===== src/rtl/spi_param_bank.sv =====
// spi_param_bank
// Double-banked store of synth parameter bytes sitting behind the SPI receiver.
// SPI frames write a shadow bank. A commit frame copies the shadow bank into
// the active bank in one burst. The synth engine reads only the active bank,
// so a parameter set always changes as a whole.
//
// Ports:
//   clk           system clock, shared with the SPI receiver
//   reset         synchronous, active-high reset
//   adrs, data    address/data bytes from the SPI receiver
//   rx_valid      frame-valid level; a rising edge marks one frame
//   rd_adrs       engine read address into the active bank
//   rd_data       active[rd_adrs], one cycle latency
//   busy          high while copying or clearing
//   param_updated one-cycle pulse when a commit completes
//   err_cnt       saturating count of rejected frames
module spi_param_bank #(
  parameter int         N_PARAM    = 64,
  parameter logic [7:0] CMD_COMMIT = 8'h7F,
  parameter logic [7:0] CMD_CLEAR  = 8'h7E,
  parameter logic [7:0] CLEAR_KEY  = 8'hA5
) (
  input  logic       clk,
  input  logic       reset,
  input  logic [7:0] adrs,
  input  logic [7:0] data,
  input  logic       rx_valid,
  input  logic [5:0] rd_adrs,
  output logic [7:0] rd_data,
  output logic       busy,
  output logic       param_updated,
  output logic [7:0] err_cnt
);

  localparam logic [7:0] N_PARAM_B = 8'(N_PARAM);
  localparam logic [6:0] IDX_LAST  = 7'(N_PARAM - 1);
  localparam logic [6:0] IDX_END   = 7'(N_PARAM);

  typedef enum logic [1:0] {IDLE, COPY, CLEAR} state_t;

  state_t     state_q;
  logic [6:0] idx_q;
  logic       rxValidPrev_q;
  logic       commitPending_q;
  logic       busy_q;
  logic       paramUpdated_q;
  logic [7:0] errCnt_q;
  logic [7:0] rdData_q;
  logic [7:0] shadowRd_q;

  logic [7:0] shadowMem [64];
  logic [7:0] activeMem [64];

  logic       frameValid;
  logic       isWrite;
  logic       isCommit;
  logic       isClear;
  logic       writeAccept;
  logic       commitNow;
  logic       clearNow;
  logic       reject;

  logic       shadowWe;
  logic [5:0] shadowWa;
  logic [7:0] shadowWd;
  logic       activeWe;
  logic [5:0] activeWa;
  logic [7:0] activeWd;

  // Frame decode: one frame per rising edge of rx_valid. Clears are only
  // honoured from IDLE, and nothing is honoured while clearing.
  always_comb begin
    frameValid  = rx_valid & ~rxValidPrev_q;
    isWrite     = (adrs < N_PARAM_B);
    isCommit    = (adrs == CMD_COMMIT);
    isClear     = (adrs == CMD_CLEAR) && (data == CLEAR_KEY);
    writeAccept = frameValid && isWrite && (state_q != CLEAR);
    commitNow   = frameValid && isCommit && (state_q != CLEAR);
    clearNow    = frameValid && isClear && (state_q == IDLE);
    if (state_q == CLEAR) begin
      reject = frameValid;
    end else begin
      reject = frameValid && !(isWrite || isCommit || (isClear && state_q == IDLE));
    end
  end

  // Bank write ports. The shadow port is shared between SPI writes and the
  // clear sweep; they never collide because SPI writes are refused in CLEAR.
  // During COPY the active write trails the shadow read by one cycle.
  always_comb begin
    shadowWe = !reset && ((state_q == CLEAR) || writeAccept);
    shadowWa = (state_q == CLEAR) ? idx_q[5:0] : adrs[5:0];
    shadowWd = (state_q == CLEAR) ? 8'h00 : data;
    activeWe = !reset && ((state_q == CLEAR) || (state_q == COPY && idx_q != 7'd0));
    activeWa = (state_q == CLEAR) ? idx_q[5:0] : 6'(idx_q - 7'd1);
    activeWd = (state_q == CLEAR) ? 8'h00 : shadowRd_q;
  end

  // Shadow bank storage plus its registered read port feeding the copy.
  always_ff @(posedge clk) begin
    if (shadowWe) begin
      shadowMem[shadowWa] <= shadowWd;
    end
    shadowRd_q <= shadowMem[idx_q[5:0]];
  end

  // Active bank storage; its write port belongs to the FSM alone.
  always_ff @(posedge clk) begin
    if (activeWe) begin
      activeMem[activeWa] <= activeWd;
    end
  end

  // Engine read port, available in every state.
  always_ff @(posedge clk) begin
    if (reset) begin
      rdData_q <= 8'h00;
    end else begin
      rdData_q <= activeMem[rd_adrs];
    end
  end

  // Control FSM. Reset parks it in CLEAR so both banks are zeroed once reset
  // releases. A commit that completes with another commit pending (or
  // arriving that same cycle) restarts COPY immediately, keeping busy high.
  always_ff @(posedge clk) begin
    if (reset) begin
      state_q         <= CLEAR;
      idx_q           <= 7'd0;
      busy_q          <= 1'b1;
      paramUpdated_q  <= 1'b0;
      commitPending_q <= 1'b0;
      errCnt_q        <= 8'h00;
      rxValidPrev_q   <= 1'b0;
    end else begin
      rxValidPrev_q  <= rx_valid;
      paramUpdated_q <= 1'b0;
      if (reject && errCnt_q != 8'hFF) begin
        errCnt_q <= errCnt_q + 8'd1;
      end
      case (state_q)
        IDLE: begin
          idx_q <= 7'd0;
          if (commitNow) begin
            state_q <= COPY;
            busy_q  <= 1'b1;
          end else if (clearNow) begin
            state_q <= CLEAR;
            busy_q  <= 1'b1;
          end
        end
        COPY: begin
          if (idx_q == IDX_END) begin
            paramUpdated_q <= 1'b1;
            idx_q          <= 7'd0;
            if (commitPending_q || commitNow) begin
              state_q         <= COPY;
              busy_q          <= 1'b1;
              commitPending_q <= commitPending_q && commitNow;
            end else begin
              state_q <= IDLE;
              busy_q  <= 1'b0;
            end
          end else begin
            idx_q <= idx_q + 7'd1;
            if (commitNow) begin
              commitPending_q <= 1'b1;
            end
          end
        end
        CLEAR: begin
          if (idx_q == IDX_LAST) begin
            state_q <= IDLE;
            busy_q  <= 1'b0;
            idx_q   <= 7'd0;
          end else begin
            idx_q <= idx_q + 7'd1;
          end
        end
        default: begin
          state_q <= IDLE;
          busy_q  <= 1'b0;
          idx_q   <= 7'd0;
        end
      endcase
    end
  end

  assign rd_data       = rdData_q;
  assign busy          = busy_q;
  assign param_updated = paramUpdated_q;
  assign err_cnt       = errCnt_q;

endmodule


===== config.mk =====
export PLATFORM = sky130hd
export DESIGN_NAME = spi_param_bank
export DESIGN_NICKNAME = d
export VERILOG_FILES = /design/src/rtl/spi_param_bank.sv
export SDC_FILE = /design/constraint.sdc
export NUM_CORES = 1
export LEC_CHECK = 0
export CORE_UTILIZATION = 45
export DETAILED_ROUTE_END_ITERATION = 16
export GPL_TIMING_DRIVEN = 0
export PLACE_DENSITY = 0.74
export REMOVE_ABC_BUFFERS = 1
export SLEW_MARGIN = 20
export SYNTH_ARGS = -nofsm -noshare
export SYNTH_HDL_FRONTEND = slang
export SYNTH_SLANG_ARGS = --single-unit

===== constraint.sdc =====
create_clock -name clk -period 3.3 [get_ports clk]
set_input_delay 0.66 -clock clk [delete_from_list [all_inputs] [get_ports clk]]
set_output_delay 0.66 -clock clk [all_outputs]
set_load 0.01 [all_outputs]

## Word level (Yosys, flattened, before mapping)

Memory sizes are Yosys's and may differ from the RTL's. A register that Yosys moved wholly into a read port is not among the register bits.
Index checks and enable logic that the tools add are counted.

| word-level totals | value |
|---|---|
| bits in registers | 21 |
| memory bits (writable) | 1024 |
| input port bits | 25 |
| output and inout bits | 18 |
| memories | 2 |

Memories:

| name | words | width | read ports | clocked after Yosys merged registers in | write ports | line | RTL |
|---|---|---|---|---|---|---|---|
| activeMem | 64 | 8 | 1 | 1 | 1 | 52 | `logic [7:0] activeMem [64];` |
| shadowMem | 64 | 8 | 1 | 1 | 1 | 51 | `logic [7:0] shadowMem [64];` |

| operators by class | value |
|---|---|
| add/subtract/negate cells | 3 |
| magnitude comparators | 1 |
| equal/unequal tests | 13 |
| multiplexer cells | 28 |
| bitwise logic cells | 3 |
| reductions and logical operators | 27 |

Operator list:

| operator | count |
|---|---|
| 8-bit by 7-bit equality test with 1-bit output (second input constant) | 2 |
| 8-bit 2-to-1 mux | 2 |
| 1-bit 2-to-1 mux | 15 |
| 1-bit logical AND | 14 |
| 7-bit 2-to-1 mux | 2 |
| 7-bit one-hot mux with 2 select lines | 1 |
| 6-bit 2-to-1 mux | 2 |
| 8-bit by 1-bit adder with 8-bit output (second input constant) | 1 |
| 8-bit equality test (second input constant) | 1 |
| 8-bit by 7-bit less-than comparator with 1-bit output (second input constant) | 1 |
| 2-bit 2-to-1 mux | 4 |
| 8-bit inequality test (second input constant) | 1 |
| 7-bit by 1-bit adder with 7-bit output (second input constant) | 1 |
| 7-bit by 6-bit equality test with 1-bit output (second input constant) | 1 |
| 7-bit equality test (second input constant) | 1 |
| 7-bit nonzero test | 1 |
| 2-bit by 1-bit inequality test with 1-bit output (second input constant) | 3 |
| 2-bit one-hot mux with 3 select lines | 1 |
| 3-bit AND reduction | 2 |
| 6-bit by 1-bit subtractor with 6-bit output (second input constant) | 1 |
| 1-bit logical OR | 5 |
| 3-bit inequality test (second input constant) | 1 |
| 1-bit one-hot mux with 3 select lines | 1 |
| 2-bit by 1-bit equality test with 1-bit output (second input constant) | 1 |
| other kinds (8) | 10 |

## Depth between registers and ports, before layout

Gate-level depths: netlist of run 1.

| logic depth | value |
|---|---|
| depth after elaboration | 8 |
| gate-level depth with buffers | 11 |
| depth with buffers taken out | 7 |

## Worst setup path before layout of run 1

Ideal clock, no wire load.

| timing path | value |
|---|---|
| path type | register -> register |
| from | register state_q[0] |
| to | memory activeMem[0][0], data pin |
| arrival | 2836 ps |
| path slack | -54 ps |
| cell stages (with the launch flop) | 7 |
| path buffers | 3 |
| cell sequence | dfxtp_1 > inv_1 > ha_1 > buf_2 > buf_1 > clkbuf_1 > nor2b_1 |

| on the way | value |
|---|---|
| cells in the longest elaborated chain, start to end | 2 |

RTL lines:

| item | line | RTL |
|---|---|---|
| start, declared | 41 | `state_t state_q;` |
| start signal, assigned | 128 | `state_q <= CLEAR;` |
| start signal, assigned | 145 | `state_q <= COPY;` |
| start signal, assigned | 148 | `state_q <= CLEAR;` |
| 2-bit equality test | 96 | `activeWd = (state_q == CLEAR) ? 8'h00 : shadowRd_q;` |
| 8-bit 2-to-1 mux | 96 |  |
| via activeWd[0] | 68 | `logic [7:0] activeWd;` |
| end, declared | 52 |  |

The timed path passes the listed nets, and every way through them passes these cells.

## Worst setup path after layout of run 1

| timing path | value |
|---|---|
| from | register idx_q[2] |
| to | memory shadowMem[5][4] (enable) |

| on the way | value |
|---|---|
| cells in the longest elaborated chain, start to end | 1 |

RTL lines:

| item | line | RTL |
|---|---|---|
| start, declared | 42 | `logic [6:0] idx_q;` |
| start signal, assigned | 165 | `idx_q <= idx_q + 7'd1;` |
| start signal, assigned | 177 | `idx_q <= idx_q + 7'd1;` |
| 6-bit 2-to-1 mux | 92 | `shadowWa = (state_q == CLEAR) ? idx_q[5:0] : adrs[5:0];` |
| end, declared | 51 |  |

No other way between the ends.

==> results of run 1 <==
==> metrics by stage <==
step	area (µm²)	total power, mW	std cells
3_5_place_dp	43700	19.3	3180
3_3_place_gp	42800	19.5	3145
2_1_floorplan	40900	18.1	1927
5_1_grt	47800	31.3	3367
4_1_cts	47600	30.5	3364
6_report	47800	30.6	3367
==> synth_stat cells, types with 9 or more instances <==
cell / number
edfxtp_1: 1024
mux4_2: 248
nor2_1: 161
nand2_1: 57
nand3_1: 44
buf_2: 37
dfxtp_1: 37
nor2b_1: 35
a21oi_1: 32
clkbuf_1: 30
mux2i_1: 28
o22ai_1: 27
a22oi_1: 24
nand2b_1: 17
buf_4: 15
a211oi_1: 14
a22o_1: 14
a221oi_1: 13
buf_1: 11
inv_1: 11
o21ai_0: 11
mux4_1: 9
o221ai_1: 9
==> state kept, by name, summed over array words and instances, names as in the netlist <==
signal,cells
commitPending_q,1
shadowRd_q,8
idx_q,7
err_cnt,8
activeMem,512
rd_data,8
rxValidPrev_q,1
param_updated,1
busy,1
shadowMem,512
state_q,2
==> placed cells by master (no fill, tap or decap), types with 34 or more instances in the layout <==
cell | synthesis | layout
nor2_4 | 0 | 65
dfxtp_1 | 37 | 34
nor2_2 | 1 | 50
mux4_2 | 248 | 248
nand3_1 | 44 | 38
edfxtp_1 | 1024 | 1024
clkbuf_16 | 0 | 102
nor2_1 | 161 | 48
nand2_1 | 57 | 43
clkdlybuf4s50_1 | 0 | 36
==> report_power, final <==
| part | switching, mW | total (mW) | leakage (nW) | internal [mW] |
|---|---|---|---|---|
| Clock | 4.78 | 11.2 | 1.55 | 6.41 |
| Combinational | 2.36 | 3.96 | 3.45 | 1.60 |
| Sequential | 0.132 | 15.4 | 9.74 | 15.3 |
==> critical path: stages, from the launching register on <==
cell and delay (ns):
dfxtp_2 0.85, nand2_1 0.33, o22ai_1 0.41, nand3_1 0.62
nor2_2 0.68
==> per-layer routing <==
| layer | wire [µm] | up-vias | global-route usage |
|---|---|---|---|
| li1 | - | 8605 | - |
| met1 | 36000 | 10700 | 0.271 |
| met2 | 45400 | 1200 | 0.319 |
| met3 | 8500 | 212 | 0.0408 |
| met4 | 3090 | 0 | 0.0681 |
| met5 | 0 | - | 0 |
==> layout make-up <==
type	instances	area share
Sequential cell	1061	0.660
Timing Repair Buffer	81	0.0280
Clock inverter	39	0.00825
Multi-Input combinational cell	855	0.214
Tap cell	1176	0.0308
Clock buffer	143	0.0583
Inverter	12	0.000943
==> worst paths after layout <==
path	from	endpoint	slack, ns	depth (start not counted)
worst max register to register	idx_q[2]	shadowMem[5][4]	0.04	4
worst min-delay path	commitPending_q	commitPending_q	0.49	2
worst max-delay path	idx_q[2]	shadowMem[5][4]	0.04	4
worst min register to register	commitPending_q	commitPending_q	0.49	2
==> cells by family (layout without fill, tap and decap cells) <==
kind of cell | after synthesis | count (layout) | share of synthesized area
buffers and inverters | 114 | 275 | 0.0152
flip-flops | 1061 | 1061 | 0.760
AND/OR/NAND/NOR | 365 | 366 | 0.0413
AO/OA/AOI/OAI | 178 | 178 | 0.0300
multiplexers | 291 | 291 | 0.149
XOR/XNOR | 13 | 13 | 0.00275
adder cells (fa/ha/maj) | 7 | 7 | 0.00211
==> what timing repair did <==
| action | 4_1_cts | 5_1_grt |
|---|---|---|
| buffers inserted | 2 | 2 |
| gates cloned | 0 | 1 |
| endpoints found under the hold margin | 0 | 0 |
| pin swaps | 1 | 1 |
| gates resized for setup | 187 | 24 |
| endpoints found under the setup margin | 928 | 514 |
==> reports/metrics.cfg, run 1 <==
[die]
coreArea_um2=90600
die_w_um=305
die_y_um=305
rows=110
start_util=0.458
ioPinCount=43
die_area_um2=93300

[sta]
slew_headroom=0.256
post-route-period-util=0.987
tns_ns=0
setup_viol=0
whs_ns=0.492
period_minus_slack_ns=3.26
max_freq_mhz=307
hold_viol=0
rsz0062_at_grt=false
setup_ws_ns=0.0443
slew_violations=0
worst_slew_pin_slew_ns=1.11
skew_ns=0.0231

[synth]
synth_flop_cell=edfxtp_1
syn_inst=2029
yosys.cell_types.count=60
synth_seq_area_share=0.760
synth.top_cell.area_share=0.742
ys_warn_count=0
syn_area_per_cell_um2=20.4
synth_area_um2=41400
synth_top_area_cell=edfxtp_1
synth-edff-count=1024
async_flop_share=0
ys_ff_latch=1061
synth_area_leaders=edfxtp_1 (74%), mux4_2 (13%), dfxtp_1 (1.8%), nor2_1 (1.5%), mux2i_1 (0.68%)

[run]
drv_cap=0

[global_routing]
antenna_found_initial=0
grt_pass1_vias=20900
grt_overflow=0
grt_first_pass_wirelength_um=137000
grt.total_usage=0.198
grt_max_degree=61

[setup_path]
required_ns=3.60
path_class=register to register
cp_max_fo=30
worst_setup_path_start_kind=register
worstSetupEndpointType=register
cp_data_arrival_time_ns=3.55

[placed_design]
dp_hpwl_um=56600
gp_congestion=0.867
portBuffers=42
place_ws_ns=-0.791

[clock_network]
clkSinkCount=1061
cts-root-buf=clkbuf_16
cts_buffer_depth=3
cts_made_buffers=99
cts_tree=yes
htreeDepth=3
cts_hold_buf=0
insertion_delay_ns=0.67
cts.clk_slew.worst_paths_ns=0.06

[power_and_ir_drop]
ir_drop_v=0.000451
power_density_nw_per_um2=640
p_leak_nw=14.7

[layout]
multi_input_area_um2=10200
regArea_um2=31500
area_delta_synth_final_pct=15.2
final_nets=2142
antenna_cells=0
fillerInstances=6684
drive_above_1_share=0.275
utilization=0.527

[route]
wl_per_cell_um=27.6
dr.first_iter.drc_count=2381
first_pass_iters=6
vias=20700
routed_wl_um=93000
via_per_inst=6.14
drc=0
antenna_left=0

[min_path]
hold_class=register to register

[outcome]
status=completed

No activity file was read; power rests on OpenSTA's default activity.
==> run 2: changes to the inputs <==
- CTS_CLUSTER_SIZE: unset -> 20
==> results of run 2 <==
Same layout as run 1: the final DEF is identical, and so are final timing and power.
